## src/rtl/clkdiv_prog_mc_if.sv

```systemverilog
// Control/status bundle for the multi-channel programmable divider.
// The divider-side modport is slave; the controlling block is master.
interface clkdiv_prog_mc_if #(
  parameter int N = 2,
  parameter int W = 4
);
  logic [N-1:0]   en;
  logic [N*W-1:0] div;
  logic           sync;
  logic [N-1:0]   out;
  logic [N-1:0]   tick;
  logic [N-1:0]   reload;

  modport master (output en, div, sync, input  out, tick, reload);
  modport slave  (input  en, div, sync, output out, tick, reload);
endinterface

```

## src/rtl/clkdiv_prog_mc.sv

```systemverilog
// N-channel programmable divider with glitch-free ratio reload and a common
// phase-aligning sync. One lane instance per channel; all lane outputs are registered.
module clkdiv_prog_lane #(
  parameter int W = 4
) (
  input  logic         clk_in,
  input  logic         rst_n,
  input  logic         en,
  input  logic         sync,
  input  logic [W-1:0] div,
  output logic         out,
  output logic         tick,
  output logic         reload
);
  typedef enum logic {IDLE, RUN} state_t;

  state_t       state;
  logic [W-1:0] cnt;
  logic [W-1:0] diva;
  logic [W-1:0] cnt_inc;
  logic         start;

  assign start   = en && (div != '0);
  assign cnt_inc = cnt + 1'b1;

  // out is derived from the post-edge cnt/diva, so it is computed alongside them.
  always_ff @(posedge clk_in or negedge rst_n) begin
    if (!rst_n) begin
      state  <= IDLE;
      cnt    <= '0;
      diva   <= '0;
      out    <= 1'b0;
      tick   <= 1'b0;
      reload <= 1'b0;
    end else if (sync && start) begin
      state  <= RUN;
      cnt    <= '0;
      diva   <= div;
      out    <= 1'b1;
      tick   <= 1'b1;
      reload <= (div != diva);
    end else begin
      case (state)
        IDLE: begin
          cnt    <= '0;
          diva   <= div;
          reload <= 1'b0;
          out    <= start;
          tick   <= start;
          if (start) state <= RUN;
        end
        RUN: begin
          if (cnt < diva) begin
            cnt    <= cnt_inc;
            out    <= (cnt_inc <= (diva >> 1));
            tick   <= 1'b0;
            reload <= 1'b0;
          end else if (start) begin
            cnt    <= '0;
            diva   <= div;
            out    <= 1'b1;
            tick   <= 1'b1;
            reload <= (div != diva);
          end else begin
            // Ratio is kept so a later sync can still flag a change.
            state  <= IDLE;
            cnt    <= '0;
            out    <= 1'b0;
            tick   <= 1'b0;
            reload <= 1'b0;
          end
        end
      endcase
    end
  end
endmodule

module clkdiv_prog_mc #(
  parameter int N = 2,
  parameter int W = 4
) (
  input  logic             clk_in,
  input  logic             rst_n,
  clkdiv_prog_mc_if.slave  bus
);
  for (genvar k = 0; k < N; k++) begin : g_lane
    clkdiv_prog_lane #(.W(W)) u_lane (
      .clk_in (clk_in),
      .rst_n  (rst_n),
      .en     (bus.en[k]),
      .sync   (bus.sync),
      .div    (bus.div[k*W +: W]),
      .out    (bus.out[k]),
      .tick   (bus.tick[k]),
      .reload (bus.reload[k])
    );
  end
endmodule

```

## src/flat_wrapper.sv

```systemverilog
// flat-port wrapper written by rule: the top's interface ports become plain ports
module clkdiv_prog_mc_flat 
#(
  parameter int N = 2,
  parameter int W = 4
)
  (clk_in, rst_n, bus_en, bus_div, bus_sync, bus_out, bus_tick, bus_reload);
  clkdiv_prog_mc_if #(.N(N), .W(W)) bus_i ();
  input  logic clk_in;
  input  logic rst_n;
  input wire logic [$bits(bus_i.en)-1:0] bus_en;
  input wire logic [$bits(bus_i.div)-1:0] bus_div;
  input wire logic [$bits(bus_i.sync)-1:0] bus_sync;
  output wire logic [$bits(bus_i.out)-1:0] bus_out;
  output wire logic [$bits(bus_i.tick)-1:0] bus_tick;
  output wire logic [$bits(bus_i.reload)-1:0] bus_reload;
  assign bus_i.en = bus_en;
  assign bus_i.div = bus_div;
  assign bus_i.sync = bus_sync;
  assign bus_out = bus_i.out;
  assign bus_tick = bus_i.tick;
  assign bus_reload = bus_i.reload;
  clkdiv_prog_mc #(.N(N), .W(W)) u_core (.clk_in(clk_in), .rst_n(rst_n), .bus(bus_i));
endmodule
```

## config.mk

```make
export PLATFORM = sky130hd
export DESIGN_NAME = clkdiv_prog_mc_flat
export DESIGN_NICKNAME = d
export VERILOG_FILES = /design/src/rtl/clkdiv_prog_mc_if.sv /design/src/rtl/clkdiv_prog_mc.sv /design/src/flat_wrapper.sv
export SDC_FILE = /design/constraint.sdc
export NUM_CORES = 1
export LEC_CHECK = 0
export CORE_ASPECT_RATIO = 0.75
export CORE_MARGIN = 8
export CORE_UTILIZATION = 48
export CTS_CLUSTER_DIAMETER = 60
export DETAILED_ROUTE_END_ITERATION = 8
export PLACE_DENSITY = 0.76
export SETUP_SLACK_MARGIN = 0.1
export SLEW_MARGIN = 0
export SYNTH_ARGS = -nofsm -noshare
export SYNTH_HDL_FRONTEND = slang
export SYNTH_SLANG_ARGS = --single-unit
```

## constraint.sdc

```tcl
create_clock -name clk_in -period 1.65 [get_ports clk_in]
set_input_delay 0.33 -clock clk_in [delete_from_list [all_inputs] [get_ports clk_in]]
set_output_delay 0.33 -clock clk_in [all_outputs]
set_load 0.01 [all_outputs]
```

==> results.yml <==
cts:
  cts_htree_levels: 1
  cts_hold_buf: 0
  cts_root_buf: "clkbuf_8"
  insertion_delay_ns: 0.26
  path_clk_slew_ns: 0.08
  clkSinkCount: 24
  cts_tree: "built"
  cts_buffers: 3
  clock_path_buffers: 2
synthesis:
  synth_top_family_by_area: "compound AO/OA/AOI/OAI gates"
  muxShareOfSynthArea_pct: 6.42
  yosys.area.top_type: "dfrtp_1"
  syn-num-nets: 151
  syn-cell-area_um2: 1400
  synth_edf_count: 0
  yosys-top-cells-count: "dfrtp_1 (24), ha_1 (14), inv_1 (11)"
  synthSimpleGateAreaFrac_pct: 9.45
  syn_inst: 124
  synth_most_common_cell: "dfrtp_1"
  synthDominantCellAreaShare_pct: 42.8
  synth_area_leaders: "dfrtp_1 (43%), ha_1 (12%), mux2_1 (6.4%)"
  synth-adder-area-share_pct: 12.5
  synth-xor-area-share_pct: 7.49
  ys_types: 26
  ys_ff_latch: 24
  synth-compound-area-share_pct: 15.0
  ys_warn_count: 0
  synthArstFlopShare_pct: 100
  synth_area_per_cell_um2: 11.3
  synth_flop_cell: "dfrtp_1"
  ys_seq_area_share_pct: 42.8
critical_path:
  crit_path_top_delay_cell: "dfrtp_1"
  arrival_ns: 2.01
  rr_worst_depth: 5
  crit_cells: 5
  path_buf_inv: 0
  startpoint_type: "flip-flop"
  cp-end-kind: "flip-flop"
  slowest_delay_ns: 0.43
  worst-setup-path-type: "flip-flop to flip-flop"
  worstPathCellList: "ha_1, o211ai_1, o211ai_2, o21ai_2, mux2_1"
  cp.required_ns: 1.80
  path_max_fanout: 4
  crit_family: "compound AO/OA/AOI/OAI gates"
timing:
  rsz0062_at_grt: "true"
  relSlewSlack_pct: 79.9
  finClkSkew_ns: 0.00362
  slew_violations: 0
  final-setup-viol-count: 16
  hold_viol_final: 0
  fin_ws_ns: -0.209
  tns_ns: -2.07
  worst-slew-pin-transition_ns: 0.302
  fin_crit_ns: 1.86
  timing.final.crit_share_pct: 113
  fmax_mhz: 538
floorplan:
  fp.dieH_um: 62.8
  start_util_pct: 48.9
  die_area_um2: 4930
  io_pins: 19
  die_w_um: 78.4
  core_region_area_um2: 2870
  num_rows: 17
place:
  post-place-ws_ns: -0.280
  place_area_um2: 1820
  globalplace.congestion: 0.821
  io_buffers: 18
  detailed_place_hpwl_um: 2410
flow_run:
  maxCapViolCount: 0
cells_and_area:
  drive_above_1_share_pct: 37.6
  antennaDiodeCount: 0
  nets: 201
  area_growth_pct: 44.0
  final_cell_area_um2: 2020
worst_hold_path:
  hp-class: "primary input to asynchronous set/reset pin"
drt:
  wirelength_um: 3330
  post_drt_wl_per_cell_um: 15.8
  dr.pass1.iters: 4
  viasPerCell: 5.13
  antenna_left: 0
  drt_iter0_markers: 52
  vias: 1082
  drc: 0
grt:
  grt_max_degree: 25
  antenna_found_initial: 0
  grt_pass1_vias: 1078
  grt_overflow: 0
  grt_pass1_wl_um: 5000
  grt_use_total_pct: 12.7
pwr:
  power_mw: 4.07
  p_per_area_nw_per_um2: 2010
  cellLeakagePower_nw: 0.971
  peakVddDrop_mv: 0.773
status:
  violations: "negative setup slack"
  status: "finished, violations left"
-- flip-flops by register name, summed over array words and instances, names as in the netlist --
signal,flops
u_core.g_lane.u_lane.diva,8
u_core.g_lane.u_lane.reload,2
u_core.g_lane.u_lane.state,2
u_core.g_lane.u_lane.out,2
u_core.g_lane.u_lane.tick,2
u_core.g_lane.u_lane.cnt,8
-- repair_timing --
item                                    4_1_cts  5_1_grt
setup buffers                                 4        4
endpoints found under the setup margin       19       21
pin swaps                                     3        6
cloned                                        0        0
gates resized for setup                       8       14
-- final timing paths --
| kind | slack, ns | to | startpoint |
|---|---|---|---|
| min | 0.41 | u_core.g_lane[0].u_lane.state | rst_n |
| max | -0.21 | u_core.g_lane[0].u_lane.diva[2] | u_core.g_lane[0].u_lane.cnt[1] |
| min reg2reg | 0.56 | u_core.g_lane[0].u_lane.diva[0] | u_core.g_lane[0].u_lane.diva[0] |
| min in group clk_in | 0.56 | u_core.g_lane[0].u_lane.diva[0] | u_core.g_lane[0].u_lane.diva[0] |
| max in group asynchronous | 1.01 | u_core.g_lane[1].u_lane.state | rst_n |
| max reg2reg | -0.21 | u_core.g_lane[0].u_lane.diva[2] | u_core.g_lane[0].u_lane.cnt[1] |
-- report_power, final --
| part | switching [mW] | leakage [nW] | internal [mW] |
|---|---|---|---|
| registers | 0.190 | 0.291 | 0.847 |
| clock network | 0.180 | 0.0288 | 0.213 |
| logic | 1.21 | 0.651 | 1.43 |
-- kinds of logic after synthesis --
logic type               after synthesis
adder cells (fa/ha/maj)               14
buffers and inverters                 18
flip-flops                            24
XOR/XNOR                              12
multiplexers                           8
AND/OR/NAND/NOR                       26
AO/OA/AOI/OAI                         22
-- per-stage QoR --
step	hold slack [ns]	util [%]	cells
3_3_place_gp	0.523	63.3	202
3_5_place_dp	0.539	63.3	202
5_1_grt	0.442	70.4	211
2_1_floorplan	0.0344	-	124
4_1_cts	0.417	67.8	210
6_report	0.414	70.4	211
-- cells in the final DEF (no fill, tap or decap), types with 3 or more instances in the layout --
cell type and n:
clkbuf_8 4, xor2_1 10, dfrtp_1 24, ha_4 4, inv_2 3, ha_1 10, inv_1 9, nor2_1 6
clkdlybuf4s50_1 18, buf_6 4, mux2_1 4, buf_4 29, mux2_4 4, nor2b_1 5
-- metal layers --
layer / up-vias / GRT usage, % / routed length, um
met2: 28 / 20.4 / 1600
met1: 523 / 15.5 / 1480
li1: 529 / - / -
met5: - / 0 / 0
met3: 2 / 4.60 / 213
met4: 0 / 3.23 / 27
-- layout make-up --
class / instances / area (um2)
Clock buffer: 4 / 55.1
Fill cell: 198 / 850
Inverter: 12 / 45.0
Multi-Input combinational cell: 82 / 831
Sequential cell: 24 / 601
Tap cell: 38 / 47.5
Timing Repair Buffer: 51 / 443
(Power assumes the default switching activity.)
